### config.mk
export PLATFORM = sky130hd
export DESIGN_NAME = drag_tree_sequencer
export DESIGN_NICKNAME = d
export VERILOG_FILES = /design/src/rtl/drag_tree_sequencer.sv
export SDC_FILE = /design/constraint.sdc
export NUM_CORES = 1
export LEC_CHECK = 0
export ABC_AREA = 1
export CAP_MARGIN = 25
export CORE_ASPECT_RATIO = 1.1
export CORE_MARGIN = 10
export CORE_UTILIZATION = 40
export DETAILED_ROUTE_END_ITERATION = 8
export PLACE_DENSITY_LB_ADDON = 0.05
export SYNTH_ARGS = -nofsm -noshare
export SYNTH_HDL_FRONTEND = slang
export SYNTH_SLANG_ARGS = --single-unit
### constraint.sdc
create_clock -name clk -period 2 [get_ports clk]
set_clock_uncertainty 0.2 [all_clocks]
set_input_delay 0.3 -clock clk [delete_from_list [all_inputs] [get_ports clk]]
set_output_delay 0.3 -clock clk [all_outputs]
set_load 0.01 [all_outputs]
### src/rtl/drag_tree_sequencer.sv
// Drag-strip christmas tree sequencer: stage -> three ambers -> green, with
// foul detection on early launch and a saturating reaction-time counter.
module drag_tree_sequencer #(
  parameter int STEP_CYCLES = 25000000,
  parameter int TICK_CYCLES = 50000
) (
  input  logic        clk,
  input  logic        rst_n,
  input  logic        start,
  input  logic        racerGo,
  output logic        preStage,
  output logic        stageLight,
  output logic [2:0]  amber,
  output logic        green,
  output logic        red,
  output logic [15:0] reactionTime,
  output logic        done
);

  localparam int SW = $clog2(STEP_CYCLES);
  localparam int TW = (TICK_CYCLES > 1) ? $clog2(TICK_CYCLES) : 1;
  localparam logic [SW-1:0] STEP_LAST = SW'(STEP_CYCLES - 1);
  localparam logic [TW-1:0] TICK_LAST = TW'(TICK_CYCLES - 1);

  typedef enum logic [2:0] {
    IDLE, STAGED, AMBER1, AMBER2, AMBER3, GREEN, FOUL, RESULT
  } state_t;

  typedef struct packed {
    logic       pre;
    logic       stage;
    logic [2:0] amber;
    logic       green;
    logic       red;
    logic       done;
  } lamps_t;

  state_t        state, state_nx;
  logic [SW-1:0] step_cnt;
  logic [TW-1:0] tick_cnt;
  logic [15:0]   rt, rt_nx;
  lamps_t        lamps, lamps_nx;

  function automatic lamps_t decode(state_t s);
    lamps_t l;
    l = '{pre: 1'b1, stage: 1'b0, amber: 3'b000, green: 1'b0, red: 1'b0, done: 1'b0};
    case (s)
      STAGED: l.stage = 1'b1;
      AMBER1: begin l.stage = 1'b1; l.amber = 3'b001; end
      AMBER2: begin l.stage = 1'b1; l.amber = 3'b010; end
      AMBER3: begin l.stage = 1'b1; l.amber = 3'b100; end
      GREEN:  begin l.stage = 1'b1; l.green = 1'b1; end
      FOUL:   begin l.stage = 1'b1; l.red = 1'b1; l.done = 1'b1; end
      RESULT: begin l.stage = 1'b1; l.green = 1'b1; l.done = 1'b1; end
      default: ;
    endcase
    return l;
  endfunction

  wire step_last = (step_cnt == STEP_LAST);
  wire tick_last = (tick_cnt == TICK_LAST);
  wire entering  = (state_nx != state);
  wire timed     = (state == STAGED) || (state == AMBER1) ||
                   (state == AMBER2) || (state == AMBER3);

  always_comb begin
    state_nx = state;
    case (state)
      IDLE:   if (start) state_nx = STAGED;
      STAGED: if (racerGo) state_nx = FOUL; else if (step_last) state_nx = AMBER1;
      AMBER1: if (racerGo) state_nx = FOUL; else if (step_last) state_nx = AMBER2;
      AMBER2: if (racerGo) state_nx = FOUL; else if (step_last) state_nx = AMBER3;
      AMBER3: if (racerGo) state_nx = FOUL; else if (step_last) state_nx = GREEN;
      GREEN:  if (racerGo) state_nx = RESULT;
      FOUL, RESULT: if (start) state_nx = IDLE;
      default: state_nx = IDLE;
    endcase
  end

  // A launch in the same cycle as a tick edge freezes the time before it counts.
  always_comb begin
    rt_nx = rt;
    if (state_nx == FOUL)
      rt_nx = 16'hFFFF;
    else if (state_nx == IDLE || (state == IDLE && start))
      rt_nx = 16'h0000;
    else if (state == GREEN && !racerGo && tick_last && rt != 16'hFFFF)
      rt_nx = rt + 16'd1;
  end

  assign lamps_nx = decode(state_nx);

  always_ff @(posedge clk or negedge rst_n) begin
    if (!rst_n) begin
      state    <= IDLE;
      step_cnt <= '0;
      tick_cnt <= '0;
      rt       <= 16'h0000;
      lamps    <= decode(IDLE);
    end else begin
      state    <= state_nx;
      step_cnt <= (entering || !timed) ? '0 : step_cnt + SW'(1);
      tick_cnt <= (entering || state != GREEN || tick_last) ? '0 : tick_cnt + TW'(1);
      rt       <= rt_nx;
      lamps    <= lamps_nx;
    end
  end

  assign preStage     = lamps.pre;
  assign stageLight   = lamps.stage;
  assign amber        = lamps.amber;
  assign green        = lamps.green;
  assign red          = lamps.red;
  assign done         = lamps.done;
  assign reactionTime = rt;

endmodule

Word level (Yosys, flattened, before mapping)
Cells that the tools add are included.

word-level totals
  register bits after elaboration = 67
  bits of input ports = 4
  output and inout bits = 24
  logic and storage cells = 73

operators by class
  add/sub/neg operators = 3
  equality and inequality tests = 19
  multiplexer cells = 22
  reductions and logical operators = 20

operators by type and width
  operator                 number
  $mux W16                 4
  $mux W3                  11
  $add A16 B1 Y16 const B  2
  $add A25 B1 Y25 const B  1
  $eq A25 B25 Y1 const B   1
  $mux W25                 1
  $eq A3 B3 Y1 const B     8
  $pmux W3 S7              1
  $eq A16 B16 Y1 const B   1
  $ne A16 B16 Y1 const B   1
  $eq A3 B2 Y1 const B     4
  $pmux W3 S3              1
  $logic_or A1 B1 Y1       7
  $reduce_or A7 Y1         1
  $eq A3 B1 Y1 const B     2
  $logic_not A3 Y1         2
  $reduce_or A2 Y1         3
  $logic_and A1 B1 Y1      4
  $mux W1                  4
  $ne A3 B3 Y1             1
  $ne A3 B3 Y1 const B     1
  $reduce_bool A3 Y1       1
  $logic_not A1 Y1         2

Longest topological paths before layout
Gate-level depths: netlist (run 1).

  word-level depth = 8
  depth in mapped cells = 16
  depth with buffers taken out = 15

Worst setup path before layout (run 1)
Ideal clock, no wire load.

  path type = register to register
  start = register rt[1] (netlist: reactionTime[1])
  end = register rt[7] (netlist: reactionTime[7])
  data arrival time = 1.813 ns
  required time = 1.681 ns
  setup slack = -0.132 ns
  stages on the path, launching flop included = 14
  buffers on the path = 1
  period minus slack after synthesis = 2.132 ns
  cell sequence = dfrtp_1 -> ha_1 -> nand3_2 -> inv_2 -> nand3_2 -> nor2_2 -> nand2_2 -> nor2_4 -> nand3_2 -> o21ai_4 -> buf_6 -> nor2_1 -> nor2_1 -> nand2_1

on the way
  word-level cells in the longest chain between the ends = 4

ends and longest elaborated chain
  what                    line  RTL
  from (decl)             41    logic [15:0] rt, rt_nx;
  from (signal assigned)  104   rt <= rt_nx;
  $add A16 B1 Y16         88    rt_nx = rt + 16'd1;
  $mux W16                87    else if (state == GREEN && !racerGo && tick_last && rt != 16'hFFFF)
  $mux W16                85    else if (state_nx == IDLE || (state == IDLE && start))
  $mux W16                83    if (state_nx == FOUL)

Several ways; a longest one is shown, not always the timed one. The select of a mux whose other input is x is not followed.
A chain may end at the register's enable or synchronous reset.

Worst setup path in the final report (run 1)
  start = register step_cnt[0]
  end = register step_cnt[23]

on the way
  word-level cells in the longest chain between the ends = 7

ends and longest elaborated chain
  what                                      line  RTL
  from (decl)                               39    logic [SW-1:0] step_cnt;
  from (signal assigned)                    102   step_cnt <= (entering || !timed) ? '0 : step_cnt + SW'(1);
  $eq A25 B25 Y1 *                          60    wire step_last = (step_cnt == STEP_LAST);
  $mux W3 (on tied branches) (2 in series)  n/a
  $pmux W3 S7 *                             68    case (state)
  via state_nx[0]                           38    state_t state, state_nx;
  $ne A3 B3 Y1 *                            62    wire entering = (state_nx != state);
  $logic_or A1 B1 Y1 *                      102
  $mux W25 *                                102

Mark *: on every way through the listed nets, which the timed path passes. The rest lies on a longest branch.

==> results.ini, run 1 <==
[placement]
gp_congestion = 0.8293
post-dp-hpwl_um = 6143
port_buffers = 26
place_ws_ns = -0.3741

[yosys]
syn_nets = 484
netlist.top_cell.by_area = dfrtp_1
ys_warn_count = 0
synth.distinct_cells = 36
synth_flop_cell = dfrtp_1
synth-edff-count = 0
synth-seq-cells = 67
netlist.area_leader.share_pct = 44.25
synthCells = 477
avgSynthCellArea_um2 = 7.943
synth_area_leaders = dfrtp_1 (44%), nand2_1 (8.9%), nor2_1 (7.9%)
netlist_area_um2 = 3789
async_reset_ff_share_pct = 100.0
yosysSeqAreaShare_pct = 44.25

[timing]
whs_ns = 0.3007
hold_viol = 0
timing.fmax_mhz = 456.2
rsz0062_at_grt = true
finalCritPeriodShare_pct = 109.6
final.setup.worst_slack_ns = -0.1922
setup_viol = 47
drv_slew = 0
min_period_ns = 2.192

[cells_and_area]
n_antenna_cell = 0
drive_gt1_share_pct = 39.97
syn2layout_area_growth_pct = 54.19
nNetsFinal = 635
nFillCells = 777

[global_routing]
grt_pass1_vias = 3535
grt_usage_pct = 14.15
grt_pass1_wl_um = 16240
grt_start_max_net_pins = 68
antenna_found_initial = 0
grt_overflow_total = 0

[critical_path]
crit_path_frequent_cell = nand2_4
path_class = register to register
cp.arrival_ns = 2.28
crit_chain = ha_4 -> nand2_4 -> nor2_4 -> nand2_2 -> nor2_4 -> nand2_4 -> nand2_2 -> nand2_2 -> a21oi_4 -> nand2_4 -> nand2_4 -> nand4_4 -> buf_12 -> nor2_4
worstPathMaxFanout = 7
slowest_delay_ns = 0.40
endpoint_kind = register
crit_required_ns = 2.09
cp-start-kind = register
slowest_stage = dfrtp_1

[die]
core_area_um2 = 9305
start_util_pct = 40.72
ios = 28
fp-row-count = 37
die_area_um2 = 13770
die_w_um = 112.8
die_y_um = 122.1

[clocking]
cts.htree.levels = 3
clkTransAtPathRegs_ns = 0.08
cts_tree = done
ctsLongestPathBuffers = 2
clock_sinks = 67
clk_latency_ns = 0.35
root_buffer = clkbuf_8
cts_inserted_buffers = 9

[run_status]
status = finished with violations
violations = setup timing

[power]
power_density_nw_per_um2 = 1001
p_leak_nw = 2.629
vdd_drop_max_mv = 0.5037

[route]
wl_um = 10200
drtIter0Drc = 122
vias_per_cell = 4.783
drc = 0
via_count = 3587
wl_per_cell_um = 13.59
ant_nets = 0
drt_first_pass_iters = 4

[job]
max_cap_viol_count = 0

[hold_path]
hold_class = input pin to async pin

[layout make-up]
type	count	area [µm²]	area share, %
repair buffers	147	1297	22.21
inverters	59	239.0	4.091
clock inverters	5	52.55	0.8996
flip-flops and latches	67	1677	28.70
well taps	117	146.4	2.506
multi-input cells	343	2272	38.89
repair inverters	1	16.27	0.2784
clock buffers	11	141.4	2.420
[cell usage after synthesis (3+ instances only)]
master	number
a21oi_1	8
buf_6	4
clkbuf_1	3
dfrtp_1	67
ha_1	3
inv_1	55
inv_2	3
nand2_1	90
nand2_2	6
nand3_1	21
nand3_2	3
nand4_1	26
nor2_1	80
nor2_2	25
nor3_1	16
nor3b_1	7
o21ai_0	7
xnor2_1	11
xor2_1	21
[layout by cell type, fill, tap and decap left out, types with 16 or more instances in the layout]
cell / n
buf_4: 103
clkdlybuf4s50_1: 23
dfrtp_1: 67
inv_1: 51
nand2_1: 78
nand3_1: 16
nand4_1: 26
nor2_1: 56
nor2_2: 29
nor2_4: 21
xor2_1: 20
[per-layer routing]
| metal | wire (µm) | part of all wire (%) | GRT usage, % | up-vias |
|---|---|---|---|---|
| li1 | - | - | - | 1821 |
| met1 | 4622 | 45 | 17.42 | 1713 |
| met2 | 5121 | 50 | 22.98 | 46 |
| met3 | 331 | 3.2 | 3.786 | 7 |
| met4 | 120 | 1.2 | 5.794 | 0 |
| met5 | 0 | 0 | 0 | - |
[path summary, 6_finish.rpt]
| check | to | depth (start not counted) | startpoint | slack (ns) |
|---|---|---|---|---|
| setup / recovery | step_cnt[23]$_DFF_PN0_ | 14 | step_cnt[0]$_DFF_PN0_ | -0.19 |
| hold / removal | step_cnt[18]$_DFF_PN0_ | 3 | rst_n | 0.30 |
| setup reg to reg | step_cnt[23]$_DFF_PN0_ | 14 | step_cnt[0]$_DFF_PN0_ | -0.19 |
| hold reg to reg | tick_cnt[15]$_DFF_PN0_ | 2 | tick_cnt[15]$_DFF_PN0_ | 0.36 |
| max in group asynchronous | tick_cnt[2]$_DFF_PN0_ | 3 | rst_n | 0.99 |
| min in group clk | tick_cnt[15]$_DFF_PN0_ | 2 | tick_cnt[15]$_DFF_PN0_ | 0.36 |
[state kept, by name (all words and copies together), names as in the netlist]
name,count
stageLight,1
tick_cnt,16
state,3
green,1
amber,3
red,1
done,1
reactionTime,16
step_cnt,25
[critical path: cells and delay by family (launching register included)]
kind                     cells  cell delay (ns)
flip-flops                   1             0.40
AND/OR/NAND/NOR             11             0.94
adder cells (fa/ha/maj)      1             0.17
buffers and inverters        1             0.22
AO/OA/AOI/OAI                1             0.19
[kinds of logic (layout without fill, tap and decap cells)]
family          Yosys count  after routing  synth area share [%]
compound gates           20             22                 3.204
xor+xnor                 32             32                 7.398
fa+ha+maj                 3              3                0.9909
buf+inv                  69            223                 7.926
flops                    67             67                 44.25
other cells               1              1               0.09898
simple gates            285            285                 36.13
[through the flow]
step                TNS [ns]  cells  util (%)  power [mW]  instance area [µm²]
finish                -6.660    750     62.78       5.849                 5842
global route          -13.09    750     62.78       6.198                 5842
CTS                   -6.295    737     57.83       5.372                 5381
detailed placement    -11.36    705     52.44       4.056                 4880
global placement      -9.460    705     52.44       4.036                 4880
floorplan             -2.252    477         -       2.993                 3791
[timing repair]
item | in CTS | in global routing
cloned | 3 | 3
pin swaps | 32 | 32
hold endpoints to repair | 67 | 0
endpoints found under the setup margin | 50 | 68
gates resized for setup | 49 | 76
setup buffers | 15 | 12
hold buffers | 1 | 0
[power by group]
group | switching (mW) | internal [mW] | total (mW)
clock | 0.538 | 0.604 | 1.14
sequential | 0.129 | 1.56 | 1.69
combinational | 1.64 | 1.38 | 3.02
Note: power is estimated with default switching activity, not from simulation.
==> run 2: changes to the inputs <==
--- a/config.mk
+++ b/config.mk
@@ -11,6 +11,7 @@
 export CORE_MARGIN = 10
 export CORE_UTILIZATION = 40
 export DETAILED_ROUTE_END_ITERATION = 8
+export GPL_ROUTABILITY_DRIVEN = 0
 export PLACE_DENSITY_LB_ADDON = 0.05
 export SYNTH_ARGS = -nofsm -noshare
 export SYNTH_HDL_FRONTEND = slang
==> results of run 2 <==
Final layout, timing and power as in run 1 (identical DEF).
==> run 3: changes to the inputs <==
--- a/config.mk
+++ b/config.mk
@@ -10,6 +10,8 @@
 export CORE_ASPECT_RATIO = 1.1
 export CORE_MARGIN = 10
 export CORE_UTILIZATION = 40
+export CTS_BUF_LIST = sky130_fd_sc_hd__clkbuf_8 sky130_fd_sc_hd__clkbuf_16
+export CTS_CLUSTER_SIZE = 30
 export DETAILED_ROUTE_END_ITERATION = 8
 export GPL_ROUTABILITY_DRIVEN = 0
 export PLACE_DENSITY_LB_ADDON = 0.05
==> results.ini, run 3 (synthesis gave the netlist of run 1 again) <==
[run_status]
status = finished with violations  ; unchanged
violations = setup timing  ; unchanged

[cells_and_area]
largest_register_ff_count = 25  ; unchanged
nFillCells = 777  ; unchanged
nNetsFinal = 635  ; unchanged
multi_input_area_um2 = 2272  ; unchanged
seqCellArea_um2 = 1677  ; unchanged
fin_util_pct = 62.78  ; unchanged
syn2layout_area_growth_pct = 54.19  ; unchanged
n_antenna_cell = 0  ; unchanged
layout_common_cells = buf_4 (103), nand2_1 (78), dfrtp_1 (67)  ; unchanged
fin_area_um2 = 5842  ; unchanged
drive_gt1_share_pct = 39.97  ; unchanged
layout_commonest_cell = buf_4  ; unchanged
top_register = step_cnt  ; unchanged

[critical_path]
critPathCapture = step_cnt[23]$_DFF_PN0_  ; unchanged
startpoint = step_cnt[0]$_DFF_PN0_  ; unchanged
path_class = register to register  ; unchanged
cp.arrival_ns = 2.28  ; about the same
crit-reg2reg-launch = step_cnt[0]$_DFF_PN0_  ; unchanged
ff2ff_path_depth = 14  ; unchanged
worstPathMaxFanout = 7  ; unchanged
cp-start-kind = register  ; unchanged
ff2ff_setup_slack_ns = -0.19  ; about the same
endpoint_kind = register  ; unchanged
r2r_end = step_cnt[23]$_DFF_PN0_  ; unchanged
crit_required_ns = 2.09  ; about the same

[clocking]
clk_latency_ns = 0.35  ; about the same
cts_inserted_buffers = 9  ; unchanged
root_buffer = clkbuf_8  ; unchanged
clock_sinks = 67  ; unchanged
cts_tree = done  ; unchanged
cts.htree.levels = 3  ; unchanged
ctsLongestPathBuffers = 2  ; unchanged
clkTransAtPathRegs_ns = 0.08  ; about the same

[global_routing]
antenna_found_initial = 0  ; unchanged
grt_pass1_vias = 3535  ; unchanged
grt_pass1_wl_um = 16240  ; unchanged
grt_overflow_total = 0  ; unchanged
grt_usage_pct = 14.15  ; unchanged
grt_start_max_net_pins = 68  ; unchanged

[route]
ant_nets = 0  ; unchanged
drc = 0  ; unchanged
wl_per_cell_um = 13.57  ; was 13.59 µm
drtIter0Drc = 122  ; unchanged
drt_first_pass_iters = 4  ; unchanged
wl_um = 10180  ; was 10200 µm
via_count = 3585  ; was 3587
vias_per_cell = 4.780  ; was 4.783

[die]
start_util_pct = 40.72  ; unchanged
die_w_um = 112.8  ; unchanged
fp-row-count = 37  ; unchanged
ios = 28  ; unchanged
die_area_um2 = 13770  ; unchanged
core_area_um2 = 9305  ; unchanged
die_y_um = 122.1  ; unchanged

[timing]
min_period_ns = 2.193  ; was 2.192 ns
drv_slew = 0  ; unchanged
setup_viol = 47  ; unchanged
timing.fmax_mhz = 455.9  ; was 456.2 MHz
rsz0062_at_grt = true  ; unchanged
final.setup.worst_slack_ns = -0.1932  ; was -0.1922 ns
finalCritPeriodShare_pct = 109.7  ; was 109.6%
hold_viol = 0  ; unchanged
fin_tns_setup_ns = -6.596  ; was -6.660 ns

[placement]
post-dp-hpwl_um = 6143  ; unchanged
dpl_cell_area_um2 = 4880  ; unchanged
port_buffers = 26  ; unchanged

[power]
vdd_drop_max_mv = 0.5043  ; was 0.5037 mV
power_density_nw_per_um2 = 1001  ; about the same
power_mw = 5.845  ; was 5.849 mW
p_leak_nw = 2.633  ; was 2.629 nW

[hold_path]
hold_class = input pin to async pin  ; unchanged

[job]
max_cap_viol_count = 0  ; unchanged

run 3: cell count changes in the layout (fill, tap and decap cells not counted):
cell | before | now
clkbuf_1 | 1 | 0
inv_1 | 51 | 52
run 3: layer usage:
metal | part of all wire, % | global-route usage, % | wire [µm]
met1 | 45 | 17.42 | 4627
met2 | 50 | 22.98 | 5101
met3 | 3.3 | 3.786 | 331
met4 | 1.2 | 5.794 | 120
met5 | 0 | 0 | 0
run 3: worst min path at each step:
stage	start	endpoint	slack, ns
4_1_cts	rst_n	step_cnt[12]$_DFF_PN0_	0.32
5_1_grt	rst_n	step_cnt[22]$_DFF_PN0_	0.33
2_1_floorplan	rst_n	amber[0]$_DFF_PN0_	-0.20
3_3_place_gp	rst_n	step_cnt[12]$_DFF_PN0_	0.16
6_report	rst_n	step_cnt[18]$_DFF_PN0_	0.28
3_5_place_dp	rst_n	step_cnt[12]$_DFF_PN0_	0.16
run 3: cell type report:
cell class	instances	share of cell area, %
clock buffer	10	2.356
clock inverter	6	0.9638
inverter	59	4.091
multi-input combinational	343	38.89
sequential	67	28.70
tap	117	2.506
timing repair buffer	147	22.21
timing repair inverter	1	0.2784
run 3: worst max-delay path, stage by stage, from the launching register on:
cell and delay, ns:
dfrtp_1 0.40, ha_4 0.17, nand2_4 0.05, nor2_4 0.12
nand2_2 0.07, nor2_4 0.10, nand2_4 0.07, nand2_2 0.07
nand2_2 0.06, a21oi_4 0.19, nand2_4 0.08, nand2_4 0.07
nand4_4 0.15, buf_12 0.22, nor2_4 0.10
run 3: per-stage QoR:
stage	hold slack [ns]	cells	worst slack, ns
after CTS	0.3165	737	-0.1919
after floorplan	-0.1956	477	-0.1317
after detailed placement	0.1563	705	-0.3741
after global routing	0.3264	750	-0.3092
after global placement	0.1563	705	-0.3121
final	0.2810	750	-0.1932
run 3: power breakdown:
part | switching, mW | total, mW | internal (mW)
registers | 0.129 | 1.69 | 1.56
logic | 1.63 | 3.02 | 1.38
clock network | 0.540 | 1.14 | 0.599
run 3: repair_timing:
| action | in CTS | in global routing |
|---|---|---|
| resized for setup | 49 | 76 |
| gates cloned | 3 | 3 |
| pin swaps | 32 | 32 |
| setup buffers | 15 | 12 |
| setup endpoints to repair | 50 | 68 |
| hold endpoints to repair | 67 | 0 |
| hold buffers | 1 | 0 |
==> edit: new RTL, flow settings as in run 1 <==
The parameter `STEP_CYCLES` goes from 25000000 to 12500000.
--- a/src/rtl/drag_tree_sequencer.sv
+++ b/src/rtl/drag_tree_sequencer.sv
@@ -1,7 +1,7 @@
 // Drag-strip christmas tree sequencer: stage -> three ambers -> green, with
 // foul detection on early launch and a saturating reaction-time counter.
 module drag_tree_sequencer #(
-  parameter int STEP_CYCLES = 25000000,
+  parameter int STEP_CYCLES = 12500000,
   parameter int TICK_CYCLES = 50000
 ) (
   input  logic        clk,
Function: no difference found for any inputs over 10 cycles, from zero or initial values and one cycle with rst_n low; that may be too few to reach the edited logic, so the function may still have changed.
==> edit against run 1 <==
The flow still finishes with violations (negative setup slack); sequential cell count decreased by 1; clock power decreased by 19%; synthesized area increased by 1.9%; critical endpoint is now step_cnt[17]; wire length decreased by 6.7%; final area decreased by 6.0%; sequential power increased by 2%; worst setup slack improved by 0.071 ns; total power decreased by 5.0%; largest cell class unchanged; critical path depth decreased by 2; count of clock-buffer cells in the layout unchanged; hold slack improved by 0.034 ns; via count decreased by 3.7%.
==> edit: results (changes against run 1) <==
Hold WC Path Type = primary input to asynchronous set/reset pin
Leak = 2.506 nW (-4.7%)
slowest cell on the critical path = dfrtp_1
Synth top cells by count = nand2_1, dfrtp_1, nor2_1, inv_1, xor2_1
# setup viols final = 40 (-15%)
max incr delay on CP = 0.36 ns (-0.04 ns)
drt via density = 4.777 (-0.11%)
Post-DP HPWL = 6508 um (+5.9%)
GRT Resource Usage Total = 14.11% (-0.040 points)
Largest register FFs = 24 (-4.0%)
total CTS buffers = 9 (unchanged)
routability cong. = 0.8588 (+3.6%)
WL per Instance = 13.16 um (-3.2%)
setup slack at placement = -0.2901 ns (+0.08405 ns)
Placed Area = 4938 um^2 (+1.2%)
Avg Inst Size Synth = 8.306 um^2 (+4.6%)
synth unique cells = 35 (-2.8%)
clk buf depth = 2 (unchanged)
status = finished with violations
initial antenna violation count = 0 (unchanged)
first-pass GRT wire length = 16230 um (about the same)
largest net degree at the start of global routing = 67 (-1.5%)
CP Max Fanout = 11 (+4)
Cells after DPL = 691 (-2.0%)
Net Count, Synth = 472 (-2.5%)
fin cells = 723 (-3.6%)
Sink Count = 66 (-1.5%)
CP top delay family = simple AND/OR/NAND/NOR gates
Yosys warnings = 0 (unchanged)
vias in the first global route = 3569 (+0.96%)
ANT cells = 0 (unchanged)
proportion of layout cells with a drive suffix above 1 = 37.95% (-2.0 points)
Clock Latency Late Sink = 0.33 ns (-0.02 ns)
Top reg by flops = step_cnt
H-tree Lvls = 3 (unchanged)
Seq/Total Area, Yosys = 42.76% (-1.5 points)
failing checks = negative setup slack
fin nets = 612 (-3.6%)
Max VDD drop = 621.7 uV (+23%)
starting DRC count in detailed routing = 124 (+1.6%)
Top FF cell, synth = dfrtp_1
Synth area leaders = dfrtp_1, nand2_1, nor2_4
Reg clk slew, reported paths = 0.08 ns (about the same)
Initial DRT Pass Iterations = 4 (unchanged)
fin worst setup slack = -0.1211 ns (+0.07111 ns)
Worst EP arrival = 2.18 ns (-0.10 ns)
edit: changes by cell type after synthesis, moves of 10 or more:
cell,delta
nor2_4,+21
nor2_2,-19
nand2_1,+10
inv_1,-11
nor2_1,-20
edit: final timing paths:
path / cells after the start / slack [ns] / from / to
max: 12 / -0.12 / step_cnt[1] / step_cnt[17]
max reg2reg: 12 / -0.12 / step_cnt[1] / step_cnt[17]
min: 3 / 0.33 / rst_n / reactionTime[14]
min reg2reg: 2 / 0.35 / tick_cnt[0] / tick_cnt[0]
max in group asynchronous: 3 / 0.97 / rst_n / state[2]
min in group clk: 2 / 0.35 / tick_cnt[0] / tick_cnt[0]
edit: what timing repair did:
| item | in CTS | in global routing |
|---|---|---|
| cloned | 2 | 0 |
| hold buffers | 1 | 0 |
| gates resized for setup | 43 | 26 |
| endpoints found under the hold margin | 66 | 0 |
| setup buffers | 12 | 5 |
| setup endpoints to repair | 46 | 52 |
| pin swaps | 17 | 13 |
edit: through the flow:
step / util, % / hold slack (ns) / setup TNS [ns]
6_report: 58.43 / 0.3342 / -3.505
5_1_grt: 58.43 / 0.3673 / -9.676
4_1_cts: 56.90 / 0.3217 / -3.114
3_5_place_dp: 52.55 / 0.1504 / -10.48
3_3_place_gp: 52.55 / 0.1494 / -9.934
2_1_floorplan: - / -0.1956 / -1.288
edit: report_power, final:
group | switching (mW) | internal, mW
Combinational | 1.58 | 1.32
Clock | 0.472 | 0.455
Sequential | 0.188 | 1.54
Total | 2.24 | 3.31
edit: final cells by class:
cell class              instances  area (um^2)
well taps                     117        146.4
flip-flops and latches         66         1654
clock inverters                 1        5.005
repair inverters                1        8.758
fillers                       898         3906
clock buffers                  11        141.4
inverters                      52        207.7
repair buffers                137         1141
multi-input cells             338         2187
edit: metal layers:
layer	vias to the layer above	GRT usage, %	routed length, um
li1	1771	-	-
met1	1635	16.31	4103
met2	44	25.29	5002
met3	4	3.634	369
met4	0	3.730	42
met5	-	0	0
edit: worst register-to-register path, delay by kind of cell (launching register included):
kind,cells,cell delay [ns]
AND/OR/NAND/NOR,9,0.91
flip-flops,1,0.36
AO/OA/AOI/OAI,1,0.22
adder cells (fa/ha/maj),1,0.21
buffers and inverters,1,0.18
edit: cells by family (layout without fill, tap and decap cells):
kind of cell             count (synthesis)  count (layout)  synth area share, %
AO/OA/AOI/OAI                           24              24                3.758
flip-flops                              66              66                42.76
adder cells (fa/ha/maj)                  3               3               0.9719
AND/OR/NAND/NOR                        274             275                36.99
XOR/XNOR                                35              35                7.937
other                                    1               1              0.09709
buffers and inverters                   62             202                7.483
